`src/rtl/pipeline_adder_arbiter.sv`:
```
// pipeline_adder_arbiter: round-robin sharing of one fixed-latency pipeline_adder
// datapath between two requesters. A tag shadow pipe follows each op, and results
// are buffered in a credit-protected FIFO, because the datapath cannot stall.
module pipeline_adder_arbiter #(
  parameter int WIDTH   = 5,
  parameter int LATENCY = 2,
  parameter int DEPTH   = 4
) (
  input  logic               clk,
  input  logic               reset,
  input  logic               req0_valid,
  output logic               req0_ready,
  input  logic [5*WIDTH-1:0] req0_ops,
  input  logic               req1_valid,
  output logic               req1_ready,
  input  logic [5*WIDTH-1:0] req1_ops,
  output logic [WIDTH-1:0]   dp_a,
  output logic [WIDTH-1:0]   dp_b,
  output logic [WIDTH-1:0]   dp_c,
  output logic [WIDTH-1:0]   dp_d,
  output logic [WIDTH-1:0]   dp_e,
  input  logic [WIDTH-1:0]   dp_s,
  output logic               res_valid,
  input  logic               res_ready,
  output logic [WIDTH-1:0]   res_data,
  output logic               res_tag,
  output logic               busy
);
  localparam int PW = (DEPTH > 1) ? $clog2(DEPTH) : 1;
  localparam int CW = $clog2(DEPTH + 1);
  localparam int IW = $clog2(LATENCY + 1);

  typedef logic [PW-1:0] ptr_t;
  typedef logic [CW-1:0] cnt_t;
  typedef logic [IW-1:0] inf_t;
  typedef struct packed {
    logic             tag;
    logic [WIDTH-1:0] data;
  } entry_t;

  logic [1:0][5*WIDTH-1:0] ops;
  logic [5*WIDTH-1:0]      sel_ops;
  logic                    prio;
  logic                    issue_ok;
  logic                    grant_any;
  logic                    grant_idx;
  logic [LATENCY-1:0]      v_pipe;
  logic [LATENCY-1:0]      tag_pipe;
  inf_t                    inflight;
  entry_t                  mem [DEPTH];
  ptr_t                    wr_ptr;
  ptr_t                    rd_ptr;
  cnt_t                    count;
  logic                    push;
  logic                    pop;

  assign ops = {req1_ops, req0_ops};

  // number of ops currently travelling through the datapath
  always_comb begin
    inflight = '0;
    for (int i = 0; i < LATENCY; i++) inflight = inflight + inf_t'(v_pipe[i]);
  end

  // credit ignores a same-cycle pop, so every issued op is guaranteed a FIFO slot
  assign issue_ok = (int'(count) + int'(inflight)) < DEPTH;

  // round-robin grant: pointer decides only when both requesters are valid
  always_comb begin
    grant_any = 1'b0;
    grant_idx = 1'b0;
    if (!reset && issue_ok) begin
      if (req0_valid && req1_valid) begin
        grant_any = 1'b1;
        grant_idx = prio;
      end else if (req0_valid) begin
        grant_any = 1'b1;
      end else if (req1_valid) begin
        grant_any = 1'b1;
        grant_idx = 1'b1;
      end
    end
  end

  assign req0_ready = grant_any & ~grant_idx;
  assign req1_ready = grant_any &  grant_idx;
  assign sel_ops    = grant_any ? ops[grant_idx] : '0;
  assign {dp_a, dp_b, dp_c, dp_d, dp_e} = sel_ops;

  // priority pointer moves to the loser after every grant
  always_ff @(posedge clk) begin
    if (reset)          prio <= 1'b0;
    else if (grant_any) prio <= ~grant_idx;
  end

  // tag shadow pipe, aligned with the datapath latency
  always_ff @(posedge clk) begin
    if (reset) begin
      v_pipe   <= '0;
      tag_pipe <= '0;
    end else begin
      v_pipe[0]   <= grant_any;
      tag_pipe[0] <= grant_idx;
      for (int i = 1; i < LATENCY; i++) begin
        v_pipe[i]   <= v_pipe[i-1];
        tag_pipe[i] <= tag_pipe[i-1];
      end
    end
  end

  assign push      = v_pipe[LATENCY-1];
  assign res_valid = !reset && (count != '0);
  assign pop       = res_valid && res_ready;
  assign res_data  = mem[rd_ptr].data;
  assign res_tag   = mem[rd_ptr].tag;
  assign busy      = (inflight != '0) || (count != '0);

  // result storage; content needs no reset since count gates visibility
  always_ff @(posedge clk) begin
    if (push) mem[wr_ptr] <= '{tag: tag_pipe[LATENCY-1], data: dp_s};
  end

  // FIFO pointers and occupancy
  always_ff @(posedge clk) begin
    if (reset) begin
      wr_ptr <= '0;
      rd_ptr <= '0;
      count  <= '0;
    end else begin
      if (push) wr_ptr <= wr_ptr + ptr_t'(1);
      if (pop)  rd_ptr <= rd_ptr + ptr_t'(1);
      if (push && !pop)      count <= count + cnt_t'(1);
      else if (!push && pop) count <= count - cnt_t'(1);
    end
  end

  // the credit rule makes an overflowing push impossible
  always_ff @(posedge clk) begin
    if (!reset) assert (!(push && count == cnt_t'(DEPTH)));
  end
endmodule

```
`config.mk`:
```
export PLATFORM = sky130hd
export DESIGN_NAME = pipeline_adder_arbiter
export DESIGN_NICKNAME = d
export VERILOG_FILES = /design/src/rtl/pipeline_adder_arbiter.sv
export SDC_FILE = /design/constraint.sdc
export NUM_CORES = 1
export LEC_CHECK = 0
export BUFFER_PORTS_ARGS = -buffer_cell sky130_fd_sc_hd__buf_4
export CORE_AREA = 5 5 73 69
export DETAILED_ROUTE_END_ITERATION = 7
export DIE_AREA = 0 0 78 74
export GPL_TIMING_DRIVEN = 0
export PLACE_DENSITY = 0.82
export RECOVER_POWER = 50
export SYNTH_ARGS = -nofsm -noshare
export SYNTH_HDL_FRONTEND = slang
export SYNTH_SLANG_ARGS = --single-unit
```
`constraint.sdc`:
```
create_clock -name clk -period 3.22 [get_ports clk]
set_input_delay 0.483 -clock clk [delete_from_list [all_inputs] [get_ports clk]]
set_output_delay 0.483 -clock clk [all_outputs]
set_load 0.01 [all_outputs]
```
Word-level counts from Yosys, hierarchy flattened:

Memories as Yosys holds them, arrays and structs flattened. A register that Yosys moved wholly into a read port is not among the register bits.
Index checks and enable logic that the tools add are counted.

* logic and storage cells: 47
* bits in read-only memories: 0
* output and inout bits: 35
* bits in registers: 12
* latch bits: 0
* memories kept: 1
* RAM bits: 24
* input port bits: 60

Memories
* mem: depth 4, width 6, read ports 1, clocked after Yosys merged registers in 1, wr ports 1, line 50 `entry_t mem [DEPTH];`

* divide/modulo/power cells: 0
* shift operators: 0
* equality and inequality tests: 0
* reduce and logical (&&, ||, !) cells: 13
* $add $sub $neg: 6
* $mul: 0
* $lt $le $gt $ge: 2
* muxes and demuxes: 16
* bitwise logic cells: 3

Operators with widths (count)
* $mux 25: 3
* $mux 1: 9
* $logic_and 1x1->1: 6
* $mux 3: 2
* $add 2x1->2 const B: 2
* $add 3x2->4: 1
* $lt 4x3->1 const B: 1
* $mux 2: 2
* $reduce_bool 2->1: 2
* $add 3x1->3 const B: 1
* $logic_not 1->1: 3
* $reduce_bool 3->1: 1
* $sub 3x1->3 const B: 1
* $add 1x1->2: 1
* $and 1x1->1: 2
* $lt 1x2->1 const B: 1
* $logic_or 1x1->1: 1
* $not 1->1: 1

Longest topological paths before layout:

Gate-level depths: netlist of the first run.

* depth after elaboration: 8
* depth in mapped cells: 8
* gate-level depth less buffers: 8

Worst setup path after synthesis of the first run:

No wires, ideal clock.

* path kind: flip-flop to output port
* start point: reg v_pipe[1]
* end point: out dp_c[0]
* data required time: 2.737 ns
* data arrival time: 1.665 ns
* buffers on the path: 2
* setup slack: 1.072 ns
* stages on the path, launching flop included: 8
* cells stage by stage: dfxtp_1 ha_1 ha_1 a311oi_4 nand2b_2 buf_6 buf_6 nor2_2

* longest elaborated chain between the ends: 8
* elaborated cells on any way between the ends: 9

Ends and longest elaborated chain
* start: declaration: line 47 `logic [LATENCY-1:0] v_pipe;`
* start signal: indexed assignment: line 105 `v_pipe[i] <= v_pipe[i-1];`
* $add 1x1->2 (*): line 62 `for (int i = 0; i < LATENCY; i++) inflight = inflight + inf_t'(v_pipe[i]);`
* $add 3x2->4 (*): line 66 `assign issue_ok = (int'(count) + int'(inflight)) < DEPTH;`
* $lt 4x3->1 (*): line 66
* $logic_and 1x1->1 (*): line 72 `if (!reset && issue_ok) begin`
* $mux 1: line 72
* $mux 25 (not written as such) (2 in series): line 87 `assign sel_ops = grant_any ? ops[grant_idx] : '0;`
* $mux 25 (*): line 87
* end: declaration: line 19 `output logic [WIDTH-1:0] dp_c,`

Mark *: on every way between the ends. The rest lies on a longest branch, timed or not. The select of a mux whose other input is x is not followed.

Worst setup path in the final report of the first run:

* start point: reg v_pipe[1]
* end point: out dp_d[1]

* longest elaborated chain between the ends: 8
* elaborated cells on any way between the ends: 9

Ends and longest elaborated chain
* $add 1x1->2 (*): line 62
* $add 3x2->4 (*): line 66
* $lt 4x3->1 (*): line 66
* $logic_and 1x1->1 (*): line 72
* $mux 1: line 72
* $mux 25 (not written as such) (2 in series): line 87
* $mux 25 (*): line 87
* end: declaration: line 20 `output logic [WIDTH-1:0] dp_d,`

Marked as above.

==> results of run 1 <==
## sequential cells by signal, indices dropped and copies added, names as in the netlist, named ones only
name      flops
mem          24
count         3
rd_ptr        2
tag_pipe      2
v_pipe        2
wr_ptr        2
prio          1
## power by group through the flow
stage	registers [mW]	logic (mW)	clock network [mW]
2_1_floorplan	0.614	0.345	0
3_3_place_gp	0.624	0.562	0
3_5_place_dp	0.626	0.573	0
4_1_cts	0.616	0.575	0.382
5_1_grt	0.624	0.618	0.399
6_report	0.615	0.562	0.374
## cells in the mapped netlist, types with 4 or more instances
library cell and n:
a32oi_1 25, and2_1 4, buf_2 8, dfxtp_1 14, edfxtp_1 24, ha_1 8, inv_1 5, mux4_2 6
nor2_1 29, nor2_2 10, xor2_1 4
## final timing paths
path,startpoint,endpoint,cells after the start
max,v_pipe[1],dp_d[1],8
min,req0_valid,v_pipe[0],3
max reg2reg,count[0],count[2],8
min reg2reg,tag_pipe[0],tag_pipe[1],1
## placed cells by master, fill, tap and decap left out, types with 2 or more instances in the layout
cell type | netlist | layout
dfxtp_1 | 14 | 14
mux2i_1 | 2 | 2
nor2_1 | 29 | 29
xor2_1 | 4 | 4
ha_1 | 8 | 8
nor2_2 | 10 | 10
nor2b_1 | 2 | 2
a21oi_1 | 2 | 2
buf_2 | 8 | 8
edfxtp_1 | 24 | 24
clkbuf_8 | 0 | 5
buf_4 | 0 | 88
nand2_1 | 2 | 2
clkbuf_1 | 2 | 8
a32oi_1 | 25 | 25
and2_0 | 0 | 3
buf_6 | 2 | 2
mux4_2 | 6 | 6
inv_1 | 5 | 5
nand2b_1 | 2 | 2
## through the flow
step	util	power, mW	hold WS (ns)	std cells	worst slack (ns)
2_1_floorplan	-	0.958	0.414	164	1.07
3_3_place_gp	0.646	1.19	0.428	308	0.853
3_5_place_dp	0.646	1.20	0.444	308	0.802
4_1_cts	0.670	1.57	0.395	315	0.489
5_1_grt	0.665	1.64	0.440	315	0.355
6_report	0.665	1.55	0.440	315	0.500
## cell families after synthesis
kind of cell | synth area share
simple gates | 0.130
fa+ha+maj | 0.0611
xor+xnor | 0.0223
compound gates | 0.151
buf+inv | 0.0471
flops | 0.510
mux | 0.0790
## final cells by class
cell class / instances / area (um^2)
clock inverter: 2 / 33.8
clock buffer: 5 / 68.8
buffer: 13 / 73.8
fill: 346 / 1420
sequential: 38 / 1000
tap: 50 / 62.6
inverter: 5 / 18.8
timing repair buffer: 94 / 683
multi-input combinational: 108 / 871
## worst reg2reg max path: cells and delay by family, from the launching register on
kind / cells / cell delay [ns]
AOI/OAI and AO/OA: 2 / 0.54
adders and majority gates: 2 / 0.54
and+or+nand+nor: 2 / 0.47
DFF: 1 / 0.40
xor gates and xnor gates: 1 / 0.17
buffers and inverters: 1 / 0.06
## layer usage
layer | vias up | track usage | share of wire
li1 | 813 | - | -
met1 | 761 | 0.204 | 0.40
met2 | 61 | 0.278 | 0.52
met3 | 8 | 0.0472 | 0.060
met4 | 0 | 0.0619 | 0.018
met5 | - | 0 | 0
==> summary.md, run 1 <==
| Metric | Value |
|---|---|
| FP Rows | `23` |
| Post-CTS setup buffers | `0` |
| EDFF count, synth | `24` |
| Max Fclk | `368 MHz` |
| Die width | `78 um` |
| Worst path slowest cell | `dfxtp_1` |
| Top post-synthesis cells by area | `edfxtp_1 37%, dfxtp_1 14%, a32oi_1 11%` |
| Combinational Power Share | `0.362` |
| Clk root buf | `clkbuf_8` |
| Crit. End Element | `output pin` |
| Crit-path leading delay family | `flip-flops` |
| Final Critical Period | `approximately 2.7 ns` |
| Cell Pwr Density | `between 500 and 600 mW/mm^2` |
| H-tree Lvls | `2` |
| Mapped cell area | `between 0.0015 and 0.002 mm^2` |
| Critical Path Start Type | `flip-flop` |
| Largest net degree at the start of global routing | `12` |
| Status | `finished clean` |
| Cell count after synthesis | `approximately 160` |
| Tcrit/Tclk final | `0.845` |
| Vias in the first global route | `~1700` |
| WL final | `4890 um` |
| CP Buf/Inv Count | `3` |
| Dpl cell area | `~0.0027 mm^2` |
| P_sw | `~0.47 mW` |
| Gp weighted congestion | `a little under 0.8` |
| Initial Util | `0.464` |
| CP Cell Sequence | `ha_1, ha_1, a311oi_4, nand2b_2, buf_6, buf_6, nor2_2, buf_4` |
| Worst clock skew | `roughly 0.0034 ns` |
| TNS Setup | `0 ns` |
| Sequential-to-total area share from yosys stat | `0.510` |
| Later-pin clock latency in the skew report | `around 0.28 ns` |
| Post-synth top flop | `edfxtp_1` |
| TritonCTS clock tree | `yes` |
| Reg2reg setup slack | `0.96 ns` |
| GRT overflow | `0` |
| Worst-Margin Slew | `~0.49 ns` |
| Crit-path max cell delay | `between 0.5 and 0.6 ns` |
| Layout area overhead | `43.2%` |
| Slew HR | `0.675` |
| Worst-path clk slew | `around 0.070 ns` |
| DRC | `0` |
| VDD IR-drop max | `roughly 0.33 mV` |
| Post-Syn Nets | `between 200 and 250` |
| Hold Crit Class | `input port to flip-flop` |
| PortBufs | `94` |
| Clock net sink count | `38` |
| Switching share of power | `0.300` |
| Internal power | `about 1.1 mW` |
| Library cells used by synthesis | `31` |
| DR pass1 iterations | `4` |
| Die ar. | `0.00577 mm^2` |
| Hold buffer count at CTS | `0` |
| WP data arrival | `2.24 ns` |
| RSZ-0062 raised after global routing | `no` |
| Yosys top cell by area | `edfxtp_1` |
| Global-route wire length before repair | `7650 um` |
| Total CTS buffers | `5` |
| Num ports | `95` |
| N_diodes | `0` |
| Leakage | `1.17 nW` |
| CTS Buffer Depth | `2` |
| Final nets | `approximately 330` |
| Detailed-route vias per instance | `roughly 5.2` |
| Syn Area/Cell | `about 12 um^2` |
| Seq pwr share | `0.397` |
| Post-cts sizing count | `0` |
| DR iter-0 viols | `73` |
| Vias | `~1600` |
| Worst path required time | `2.74 ns` |
| Clock share of power | `0.241` |
| Final Hold Viols | `0` |
| MaxCap Viol Count | `0` |
| Post-synth top area share | `0.367` |
| CP Class | `flip-flop to output pin` |
| Core box area | `between 0.004 and 0.005 mm^2` |
| Flops & latches, synth | `38` |
| Final setup fails | `0` |
| Die H | `between 70 and 80 um` |
| DR WL/cell | `approximately 16 um` |
| Post-route cell area | `0.00281 mm^2` |
| Synth async-reset ratio | `0` |
| Worst-path maximum fanout | `10` |
| Slew Limit Fails | `0` |
| Post-detail-place hpwl | `approximately 3900 um` |
| Tot GR Track Use | `0.165` |
| Yosys warnings | `0` |
| Share of cells above drive strength 1 | `0.464` |
| Antenna-violating nets left | `0` |
| Initial antenna violation count | `0` |
Note: power is estimated with default switching activity, not from simulation.
==> inputs of run 2 (changes only) <==
- ABC_AREA: unset -> 1
- CORE_AREA: 5 5 73 69 -> 5 5 75 70
- DIE_AREA: 0 0 78 74 -> 0 0 80 75
- PLACE_DENSITY: 0.82 -> 0.78
- clock period: 3.22 -> 2.7 ns (I/O delays scaled with it)
==> run 2 against run 1 <==
Net effect: worst setup slack worse by 0.28 ns; design area is 0.44% lower; cell count is 25% higher; non-clock buffer count is 7 lower; clock-buffer cell count is 1 higher; die area is 4.0% higher; utilization is 2.5 points lower; critical path type unchanged.
==> summary.md, run 2 <==
| Metric | Value |
|---|---|
| N_diodes | `0 (unchanged)` |
| Met2 wire length | `2700 um (was 2540 um)` |
| Final Hold Viols | `0 (unchanged)` |
| DR WL/cell | `12.5 um (was 15.5 um)` |
| DR iter-0 viols | `62 (was 73)` |
| Slew HR | `0.723 (was 0.675)` |
| WL final | `4930 um (was 4890 um)` |
| Critical Path Start Type | `flip-flop (unchanged)` |
| PortBufs | `94 (unchanged)` |
| Cell Pwr Density | `534 mW/mm^2 (was 552 mW/mm^2)` |
| Share of cells above drive strength 1 | `0.333 (was 0.464)` |
| Final Critical Period | `2.48 ns` |
| Worst hold slack | `0.335 ns (was 0.440 ns)` |
| Global-route wire length before repair | `7730 um (was 7650 um)` |
| Worst-path maximum fanout | `10 (unchanged)` |
| Clk root buf | `clkbuf_8 (unchanged)` |
| H-tree Lvls | `2 (unchanged)` |
| FP Rows | `23 (unchanged)` |
| Post-CTS setup buffers | `0 (unchanged)` |
| Sequential-to-total area share from yosys stat | `0.517 (was 0.510)` |
| Tot GR Track Use | `0.163 (was 0.165)` |
| Worst-Margin Slew | `0.416 ns (was 0.487 ns)` |
| Post-synth top area share | `0.372 (was 0.367)` |
| Syn Area/Cell | `8.38 um^2 (was 12.0 um^2)` |
| Most common cell after layout, fill and taps aside | `buf_4 (unchanged)` |
| Number of flip-flops in the largest register | `24 (unchanged)` |
| Initial antenna violation count | `0 (unchanged)` |
| Vias | `1839 (was 1643)` |
| Count leader, synth | `nand2_1 (was nor2_1)` |
| DR pass1 iterations | `4 (unchanged)` |
| Die width | `80 um (was 78 um)` |
| Total CTS buffers | `5 (unchanged)` |
| Detailed-route vias per instance | `4.66 (was 5.22)` |
| Yosys top cell by area | `edfxtp_1 (unchanged)` |
| TritonCTS clock tree | `yes (unchanged)` |
| Antenna-violating nets left | `0 (unchanged)` |
| Hold Crit Class | `input port to flip-flop (unchanged)` |
| Post-synth top cells | `87 x nand2_1, 24 x edfxtp_1, 24 x inv_1, 19 x nor2_1, 17 x o21ai_0 (was 29 x nor2_1, 25 x a32oi_1, 24 x edfxtp_1, 14 x dfxtp_1, 10 x nor2_2)` |
| TNS Setup | `0 ns (unchanged)` |
| WP data arrival | `2.08 ns (was 2.24 ns)` |
| Post-Syn Nets | `300 (was 233)` |
| MaxCap Viol Count | `0 (unchanged)` |
| Gp weighted congestion | `0.746 (was 0.769)` |
| Die H | `75 um (was 74 um)` |
| Post-detail-place hpwl | `3930 um (was 3870 um)` |
| Clock net sink count | `38 (unchanged)` |
| DRC | `0 (unchanged)` |
| Vias in the first global route | `1812 (was 1655)` |
| Mapped cell area | `0.00194 mm^2 (was 0.00196 mm^2)` |
| Final nets | `401 (was 334)` |
| Final Core Density | `0.640 (was 0.665)` |
| Initial Util | `0.443 (was 0.464)` |
| Core box area | `0.00437 mm^2 (was 0.00423 mm^2)` |
| Num ports | `95 (unchanged)` |
| Slew Limit Fails | `0 (unchanged)` |
| Worst clock skew | `0.00421 ns (was 0.00345 ns)` |
| Library cells used by synthesis | `23 (was 31)` |
| VDD IR-drop max | `0.284 mV (was 0.329 mV)` |
| Met3 wire length | `359 um (was 291 um)` |
| Status | `finished clean (unchanged)` |
| Power, Total | `1.50 mW (was 1.55 mW)` |
| Post-synth top flop | `edfxtp_1 (unchanged)` |
| Die ar. | `0.00600 mm^2 (was 0.00577 mm^2)` |
| Highest routing layer actually used | `met4 (unchanged)` |
| Layout area overhead | `44.6% (was 43.2%)` |
| Most frequent cells in the layout | `91 x buf_4, 87 x nand2_1, 24 x inv_1, 24 x edfxtp_1, 18 x nor2_1 (was 88 x buf_4, 29 x nor2_1, 25 x a32oi_1)` |
| Yosys warnings | `0 (unchanged)` |
| GRT overflow | `0 (unchanged)` |
| CP Class | `flip-flop to output pin (unchanged)` |
| Max Fclk | `403 MHz` |
| Reg2reg setup slack | `0.82 ns (was 0.96 ns)` |
| Tcrit/Tclk final | `0.919` |
| Top reg by flops | `mem (unchanged)` |
| Later-pin clock latency in the skew report | `0.28 ns (about the same)` |
| Crit. End Element | `output pin (unchanged)` |
| Leakage | `1.36 nW (was 1.17 nW)` |
| Top post-synthesis cells by area | `edfxtp_1 37%, nand2_1 17%, dfxtp_1 14% (was edfxtp_1 37%, dfxtp_1 14%, a32oi_1 11%)` |
| Worst path required time | `2.30 ns (was 2.74 ns)` |
| Cell count after synthesis | `231 (was 164)` |
| Flops & latches, synth | `38 (unchanged)` |
| Met1 wire length | `1850 um (was 1970 um)` |
| EDFF count, synth | `24 (unchanged)` |
| Synth async-reset ratio | `0 (unchanged)` |
| Final setup fails | `0 (unchanged)` |
| CTS Buffer Depth | `2 (unchanged)` |
| Worst-path clk slew | `0.07 ns (about the same)` |
| Largest regs | `mem (24), count (3) (unchanged)` |
| RSZ-0062 raised after global routing | `no (unchanged)` |
| Largest net degree at the start of global routing | `13 (was 12)` |
| Hold buffer count at CTS | `0 (unchanged)` |
==> run 2: cell count changes in the layout (fill, tap and decap cells not counted), sizes merged, moves of 5 or more <==
cell and change:
inv +20, a32oi -25, nor2 -19, buf -6, mux4 -6, a21oi +5
o22ai +6, o21ai +17, nand2 +89
==> run 2: timing repair <==
| action | CTS | global route |
|---|---|---|
| endpoints found under the setup margin | 0 | 19 |
| resized for setup | 0 | 2 |
| endpoints found under the hold margin | 0 | 0 |
==> run 2: kinds of logic after synthesis <==
family	after synthesis	synth area share
compound gates	32	0.0930
fa+ha+maj	9	0.0620
buf+inv	31	0.0717
flops	38	0.517
simple gates	121	0.256
==> run 2: cell type report <==
type | count | area [um^2]
Fill cell | 399 | 1570
Clock buffer | 6 | 82.6
Buffer | 6 | 45.0
Tap cell | 62 | 77.6
Sequential cell | 38 | 1000
Inverter | 25 | 93.8
Clock inverter | 2 | 12.5
Multi-Input combinational cell | 162 | 800
Timing Repair Buffer | 94 | 687
==> run 2: path summary, 6_finish.rpt <==
path	cells after the start	endpoint	from
worst max-delay path	11	dp_c[1]	v_pipe[1]
worst min register to register	2	tag_pipe[1]	tag_pipe[0]
worst min-delay path	2	v_pipe[1]	reset
worst max register to register	10	count[2]	count[0]
==> run 2: routing by layer <==
| layer | vias up | global-route usage |
|---|---|---|
| li1 | 945 | - |
| met1 | 836 | 0.180 |
| met2 | 55 | 0.299 |
| met3 | 3 | 0.0670 |
| met4 | 0 | 0.0281 |
| met5 | - | 0 |
==> run 2: report_power, final <==
group	switching (mW)	total (mW)	internal [mW]
registers	0.0233	0.673	0.650
clock network	0.195	0.400	0.205
logic	0.217	0.423	0.205
total	0.436	1.50	1.06
==> run 2: critical path, cell delays in order, from the launching register on <==
cell	delay, ns
dfxtp_2	0.36
ha_1	0.19
ha_1	0.29
inv_1	0.05
nor2_2	0.21
nor2_1	0.07
nand3_1	0.10
inv_2	0.09
buf_4	0.18
nand2_1	0.07
nand2_1	0.05
buf_4	0.14
==> run 2: per-stage QoR <==
stage | setup WS [ns] | cells | area, um^2
2_1_floorplan | 0.682 | 231 | 1940
3_3_place_gp | 0.413 | 387 | 2720
3_5_place_dp | 0.386 | 387 | 2720
4_1_cts | 0.0484 | 395 | 2820
5_1_grt | 0.0513 | 395 | 2800
6_report | 0.220 | 395 | 2800
